--- src/rtl/issue_ctrl.sv ---
// Dual-issue stage: picks 0/1/2 head entries from the instruction buffer, tracks
// pending long-latency destinations in a scoreboard and registers issued entries.
module issue_ctrl #(
  parameter int PAYLOAD_W = 160
) (
  input  logic                 clk,
  input  logic                 reset,
  input  logic                 flush,
  input  logic                 ex_stall,
  input  logic                 backend_empty,
  input  logic                 i_a_valid,
  input  logic                 i_b_valid,
  input  logic [PAYLOAD_W-1:0] i_a_payload,
  input  logic [PAYLOAD_W-1:0] i_b_payload,
  input  logic [4:0]           i_a_dest,
  input  logic [4:0]           i_b_dest,
  input  logic [4:0]           i_a_r1,
  input  logic [4:0]           i_a_r2,
  input  logic [4:0]           i_b_r1,
  input  logic [4:0]           i_b_r2,
  input  logic                 i_a_src2_is_imm,
  input  logic                 i_b_src2_is_imm,
  input  logic                 i_a_is_branch,
  input  logic                 i_b_is_branch,
  input  logic                 i_a_is_mem,
  input  logic                 i_b_is_mem,
  input  logic                 i_a_is_muldiv,
  input  logic                 i_b_is_muldiv,
  input  logic                 i_a_long_lat,
  input  logic                 i_b_long_lat,
  input  logic                 i_a_solo,
  input  logic                 i_b_solo,
  input  logic [1:0]           i_wb_valid,
  input  logic [4:0]           i_wb_dest0,
  input  logic [4:0]           i_wb_dest1,
  output logic [1:0]           o_size,
  output logic                 o_a_valid,
  output logic                 o_b_valid,
  output logic [PAYLOAD_W-1:0] o_a_payload,
  output logic [PAYLOAD_W-1:0] o_b_payload,
  output logic [4:0]           o_a_dest,
  output logic [4:0]           o_b_dest,
  output logic [31:0]          o_dual_cnt
);

  logic [31:0]          sb_q, sb_d;
  logic                 a_valid_q, b_valid_q;
  logic [PAYLOAD_W-1:0] a_payload_q, b_payload_q;
  logic [4:0]           a_dest_q, b_dest_q;
  logic [31:0]          dual_cnt_q;
  logic                 a_issue, b_issue, b_pair_ok;

  function automatic logic busy(input logic [31:0] sb, input logic [4:0] r);
    return (r != 5'd0) && sb[r];
  endfunction

  // Issue decision for both lanes; b never issues without a.
  always_comb begin
    a_issue = 1'b0;
    b_issue = 1'b0;
    b_pair_ok = 1'b0;
    if (!reset) begin
      a_issue = i_a_valid && !flush && !ex_stall
                && !busy(sb_q, i_a_r1)
                && !(busy(sb_q, i_a_r2) && !i_a_src2_is_imm)
                && !(i_a_long_lat && busy(sb_q, i_a_dest))
                && (!i_a_solo || backend_empty);
      b_pair_ok = ((i_a_dest == 5'd0)
                   || ((i_a_dest != i_b_r1) && ((i_a_dest != i_b_r2) || i_b_src2_is_imm)))
                  && ((i_a_dest == 5'd0) || (i_a_dest != i_b_dest))
                  && !(i_a_is_mem && i_b_is_mem)
                  && !(i_a_is_muldiv && i_b_is_muldiv);
      b_issue = a_issue && i_b_valid && !i_a_solo && !i_b_solo && !i_a_is_branch
                && b_pair_ok
                && !busy(sb_q, i_b_r1)
                && !(busy(sb_q, i_b_r2) && !i_b_src2_is_imm)
                && !(i_b_long_lat && busy(sb_q, i_b_dest));
    end else begin
      a_issue = 1'b0;
    end
  end

  always_comb begin
    if (a_issue) begin
      o_size = b_issue ? 2'd2 : 2'd1;
    end else begin
      o_size = 2'd0;
    end
  end

  // Scoreboard next state: writeback clears first so a same-cycle set wins.
  always_comb begin
    sb_d = sb_q;
    if (i_wb_valid[0]) sb_d[i_wb_dest0] = 1'b0;
    else sb_d = sb_d;
    if (i_wb_valid[1]) sb_d[i_wb_dest1] = 1'b0;
    else sb_d = sb_d;
    if (a_issue && i_a_long_lat && (i_a_dest != 5'd0)) sb_d[i_a_dest] = 1'b1;
    else sb_d = sb_d;
    if (b_issue && i_b_long_lat && (i_b_dest != 5'd0)) sb_d[i_b_dest] = 1'b1;
    else sb_d = sb_d;
    sb_d[0] = 1'b0;
    if (flush) sb_d = 32'd0;
    else sb_d = sb_d;
  end

  // Pipeline register, scoreboard and dual-issue counter.
  always_ff @(posedge clk) begin
    if (reset) begin
      a_valid_q   <= 1'b0;
      b_valid_q   <= 1'b0;
      a_payload_q <= '0;
      b_payload_q <= '0;
      a_dest_q    <= 5'd0;
      b_dest_q    <= 5'd0;
      sb_q        <= 32'd0;
      dual_cnt_q  <= 32'd0;
    end else begin
      sb_q <= sb_d;
      if (o_size == 2'd2) dual_cnt_q <= dual_cnt_q + 32'd1;
      if (flush) begin
        a_valid_q <= 1'b0;
        b_valid_q <= 1'b0;
      end else if (!ex_stall) begin
        a_valid_q <= a_issue;
        b_valid_q <= b_issue;
        if (a_issue) begin
          a_payload_q <= i_a_payload;
          a_dest_q    <= i_a_dest;
        end
        if (b_issue) begin
          b_payload_q <= i_b_payload;
          b_dest_q    <= i_b_dest;
        end
      end
    end
  end

  assign o_a_valid   = a_valid_q;
  assign o_b_valid   = b_valid_q;
  assign o_a_payload = a_payload_q;
  assign o_b_payload = b_payload_q;
  assign o_a_dest    = a_dest_q;
  assign o_b_dest    = b_dest_q;
  assign o_dual_cnt  = dual_cnt_q;

endmodule

--- config.mk ---
export PLATFORM = sky130hd
export DESIGN_NAME = issue_ctrl
export DESIGN_NICKNAME = d
export VERILOG_FILES = /design/src/rtl/issue_ctrl.sv
export SDC_FILE = /design/constraint.sdc
export NUM_CORES = 1
export LEC_CHECK = 0
export CORE_AREA = 5 5 285 287
export DETAILED_ROUTE_END_ITERATION = 6
export DIE_AREA = 0 0 290 292
export PLACE_DENSITY_LB_ADDON = 0.08
export SKIP_CTS_REPAIR_TIMING = 1
export SLEW_MARGIN = 20
export SYNTH_ARGS = -nofsm -noshare
export SYNTH_HDL_FRONTEND = slang
export SYNTH_SLANG_ARGS = --single-unit
--- constraint.sdc ---
create_clock -name clk -period 7.2 [get_ports clk]
set_input_delay 1.44 -clock clk [delete_from_list [all_inputs] [get_ports clk]]
set_output_delay 1.44 -clock clk [all_outputs]
set_load 0.01 [all_outputs]
==> impl_summary.md <==
Final layout
The final instance area is 27200 sq um. After the last flow step, the layout net total stands at 3141. The count of fill cells added during filler insertion is 8269. Of the cells placed in the final design, the portion with a size suffix greater than 1 is 6.13%. The layout overhead on the synthesized area is 55.5%.

Place
The post-placement cell area is 25700 sq um. The post-place setup slack is 0.908 ns. The total half-perimeter wirelength after legalization and detailed placement is 63400 microns.

Port buffering added 745 buffers. At the end of routability-driven placement, the weighted congestion stood at 0.836.

Synth
Counting every instance in the synthesized netlist gives 2141. After Yosys synthesis, full adders, half adders and majority gates account for 0.0714% of the synthesized area. In the synthesized netlist the dominant register cell turns out to be sky130_fd_sc_hd__dfxtp_1. The top cell type by area accounts for 45.1% of the synthesized area.

The post-synth net total is 2523. The fraction of synthesis flops using an asynchronous set or reset pin is 0%. The number of enable-type register cells in the synthesized netlist is 0. Counting instances in the post-synthesis netlist gives the leading cell types as sky130_fd_sc_hd__dfxtp_1 (395), sky130_fd_sc_hd__nand2_1 (375), sky130_fd_sc_hd__a21oi_1 (353), sky130_fd_sc_hd__nand3_1 (213), sky130_fd_sc_hd__o21ai_0 (171).

For this run, the register share of the synthesized area comes to 45.1%. Of the total synthesized cell area, the portion taken by AND, OR, NAND and NOR gates is 20.9%. The area share of xor/xnor cells in the synthesized design is 0.750%. The number of library cell types mapped by synthesis is 59.

Sorting the synthesized cells by area gives the leading types as sky130_fd_sc_hd__dfxtp_1 (45%), sky130_fd_sc_hd__a21oi_1 (10%), sky130_fd_sc_hd__nand2_1 (8.0%). The synthesized netlist occupies a cell area of 17500 sq um. sky130_fd_sc_hd__dfxtp_1 is the most common cell in the netlist.

The main combinational cell family by area after synthesis is simple AND/OR/NAND/NOR gates. The biggest area contributor in the post-synthesis netlist is sky130_fd_sc_hd__dfxtp_1. The compound-cell area share of the yosys netlist is 20.8%.

The Yosys step of the flow raised 0 warnings. The mean post-synth cell area is 8.18 sq um. Measured against the total synthesized area, the mux share comes to 7.11%. The number of register bits inferred by synthesis is 395.

Worst setup path
The delay of the slowest cell on the worst path is 0.78 ns. STA classifies the critical path endpoint as a primary output. The cell with the largest stage delay on the worst path is sky130_fd_sc_hd__clkdlybuf4s50_1. The critical path is of the input pin to primary output type.

STA puts the critical path data arrival time at 4.83 ns. Broken down by cell family, the worst path's largest delay share belongs to multiplexers. The required time reported for the critical path endpoint is 5.76 ns. The worst path buffer plus inverter count is 2.

In this run the worst path has a maximum fanout of 8. The worst setup path is launched from an input pin. Traced cell by cell, the critical path runs through clkdlybuf4s50_1 -> mux4_2 -> mux2_2 -> mux4_2 -> a311oi_4 -> nand2b_1 -> nor2_1 -> clkdlybuf4s50_1.

STA
Setup repair after global routing left no endpoint under its margin. The achievable clock frequency is 160 MHz. The final setup TNS is 0 ns.

The count of final setup violators is 0. The final-report max-slew violation count is 0. At the pin with the least slew margin, the transition time is 1.17 ns.

The remaining max-slew budget at the tightest pin is 22.1%. The final hold violation count is 0. The final setup skew is 0.0250 ns. The minimum clock period is 6.27 ns. The final worst-path cycle share is 87.0%.

The final worst slack is 0.935 ns.

Clock tree
The clock edge transition at the registers on the reported setup and hold paths is 0.06 ns. Counting along the longest clock path gives a buffer depth of 3. The CTS root buffer is sky130_fd_sc_hd__clkbuf_16. Counting every sink on the clock net gives 395. The clock latency of the later-clocked register in the worst-skew pair is 0.60 ns. The clock tree synthesis step divided the H-tree into 2 levels.

The TritonCTS buffer count is 50. The TritonCTS clock tree is done.

Power and ir drop
Cell internal power was estimated by the tool at 3.88 mW. The analysis attributes to cell leakage a power of 8.76 nW. The switching share of power is 25.5%. The relative contribution of the clock network to total power is 45.5%. Across the VDD grid, the largest voltage drop is 0.000141 V. The power density normalized to cell area is 191 nW/um^2. In this run the power spent charging and discharging nets is 1.33 mW. Per report_power, the combinational group accounts for 11.5% of the total.

Of the total power, registers draw 43.0%.

Global routing
The number of antenna violations at the first check in global routing is 25. The via count of the first global-routing pass came to 18300. The first-pass GRT wire length is 129000 microns. The largest net degree at the start of global routing is 206. The total routing usage reported by global routing is 19.7%.

The global-route congestion overflow total is 0.

Routing
The DRC marker count from the first detailed-route iteration is 1320. Summing over every cut layer, the via total after detailed routing is 18900. The post-detailed-route count of antenna-violating nets is 0.

In the final routed layout, each cell accounts on average for 23.2 microns. In the routed design, unresolved DRC markers number 0. The iteration count of the initial detailed-routing pass is 6. The via count normalized by instance count is 4.92.

Summed over all layers, the routed wires come to 89400 microns.

Floorplan
During I/O placement, the number of pins put on the boundary was 747. Row generation in the floorplan step produced 103 rows. The effective utilization at floorplan is 22.4%. The die boundary height is 292 microns. The die covers 84700 sq um. The floorplan die width is 290 microns.

After floorplanning, the core was sized to cover 78400 sq um.

Outcome
The flow ran to the end, and the final reports show no timing, DRC or antenna violations.

Worst hold path
The worst hold path belongs to the class register to register.

Job
The max-capacitance violation count is 0.
==> worst reg2reg max path, stage by stage (launching register included) <==
cell and delay [ns]:
sky130_fd_sc_hd__dfxtp_1 0.47, sky130_fd_sc_hd__mux4_2 0.53, sky130_fd_sc_hd__mux2_2 0.27, sky130_fd_sc_hd__mux4_2 0.53, sky130_fd_sc_hd__a311oi_4 0.37, sky130_fd_sc_hd__buf_12 0.59
sky130_fd_sc_hd__buf_4 1.12, sky130_fd_sc_hd__nand3_1 0.28, sky130_fd_sc_hd__a21oi_1 0.15
==> power by group through the flow <==
stage	Sequential, mW	Combinational, mW	Clock (mW)
2_1_floorplan	2.30	0.211	0
3_3_place_gp	2.29	0.602	0
3_5_place_dp	2.29	0.604	0
4_1_cts	2.24	0.607	2.47
5_1_grt	2.24	0.646	2.55
6_report	2.24	0.601	2.37
==> registers in the layout, summed over array words and instances (netlist names) <==
signal,flops
o_b_valid,1
o_b_dest,5
o_b_payload,160
o_a_valid,1
o_dual_cnt,32
o_a_payload,160
sb_q,31
o_a_dest,5
==> through the flow <==
step	cells	power [mW]	utilization [%]	hold slack [ns]
final	3848	5.21	34.8	0.452
after global routing	3845	5.44	34.8	0.467
after CTS	3840	5.32	34.7	0.455
after detailed placement	3757	2.89	32.8	0.447
after global placement	3757	2.89	32.8	0.442
after floorplan	2141	2.52	-	0.481
==> worst paths after layout <==
path / from / end / slack (ns) / cells past startpoint
worst max register to register: sb_q[23] / o_b_payload[4] / 2.81 / 8
worst max-delay path: i_a_r1[0] / o_size[0] / 0.93 / 8
worst min register to register: o_a_payload[33] / o_a_payload[33] / 0.45 / 2
worst min-delay path: o_a_payload[33] / o_a_payload[33] / 0.45 / 2
==> cells in the final DEF (no fill, tap or decap), types with 15 or more instances in the layout <==
cell	n
sky130_fd_sc_hd__a21oi_1	353
sky130_fd_sc_hd__a22oi_1	23
sky130_fd_sc_hd__buf_4	23
sky130_fd_sc_hd__clkbuf_1	16
sky130_fd_sc_hd__clkbuf_16	50
sky130_fd_sc_hd__clkdlybuf4s50_1	744
sky130_fd_sc_hd__dfxtp_1	395
sky130_fd_sc_hd__inv_1	15
sky130_fd_sc_hd__mux2_2	22
sky130_fd_sc_hd__mux2i_1	21
sky130_fd_sc_hd__mux4_2	35
sky130_fd_sc_hd__nand2_1	375
sky130_fd_sc_hd__nand3_1	212
sky130_fd_sc_hd__nand4_1	16
sky130_fd_sc_hd__nor2_1	39
sky130_fd_sc_hd__nor2b_1	16
sky130_fd_sc_hd__nor3_1	18
sky130_fd_sc_hd__o21ai_0	171
sky130_fd_sc_hd__o31ai_1	17
sky130_fd_sc_hd__or4_1	22
==> cell type report <==
| class | instances | area [sq um] | area share [%] |
|---|---|---|---|
| antenna | 8 | 20.0 | 0.0735 |
| clock buffer | 74 | 1420 | 5.22 |
| clock inverter | 9 | 76.3 | 0.280 |
| inverter | 15 | 56.3 | 0.207 |
| multi-input combinational | 1525 | 8730 | 32.0 |
| sequential | 395 | 7910 | 29.0 |
| tap | 1050 | 1310 | 4.82 |
| timing repair buffer | 772 | 7710 | 28.3 |
==> layer usage <==
metal	up-vias	GRT usage, %	wire length (microns)
met3	137	7.41	8260
met5	-	0	138
met1	9084	22.4	33900
li1	8903	-	-
met2	794	35.1	45000
met4	20	4.66	2070
==> logic make-up after synthesis <==
family                   Yosys count
AND/OR/NAND/NOR                  781
AO/OA/AOI/OAI                    650
buffers and inverters            221
multiplexers                      78
flip-flops                       395
XOR/XNOR                          15
adder cells (fa/ha/maj)            1
(Power assumes the default switching activity.)
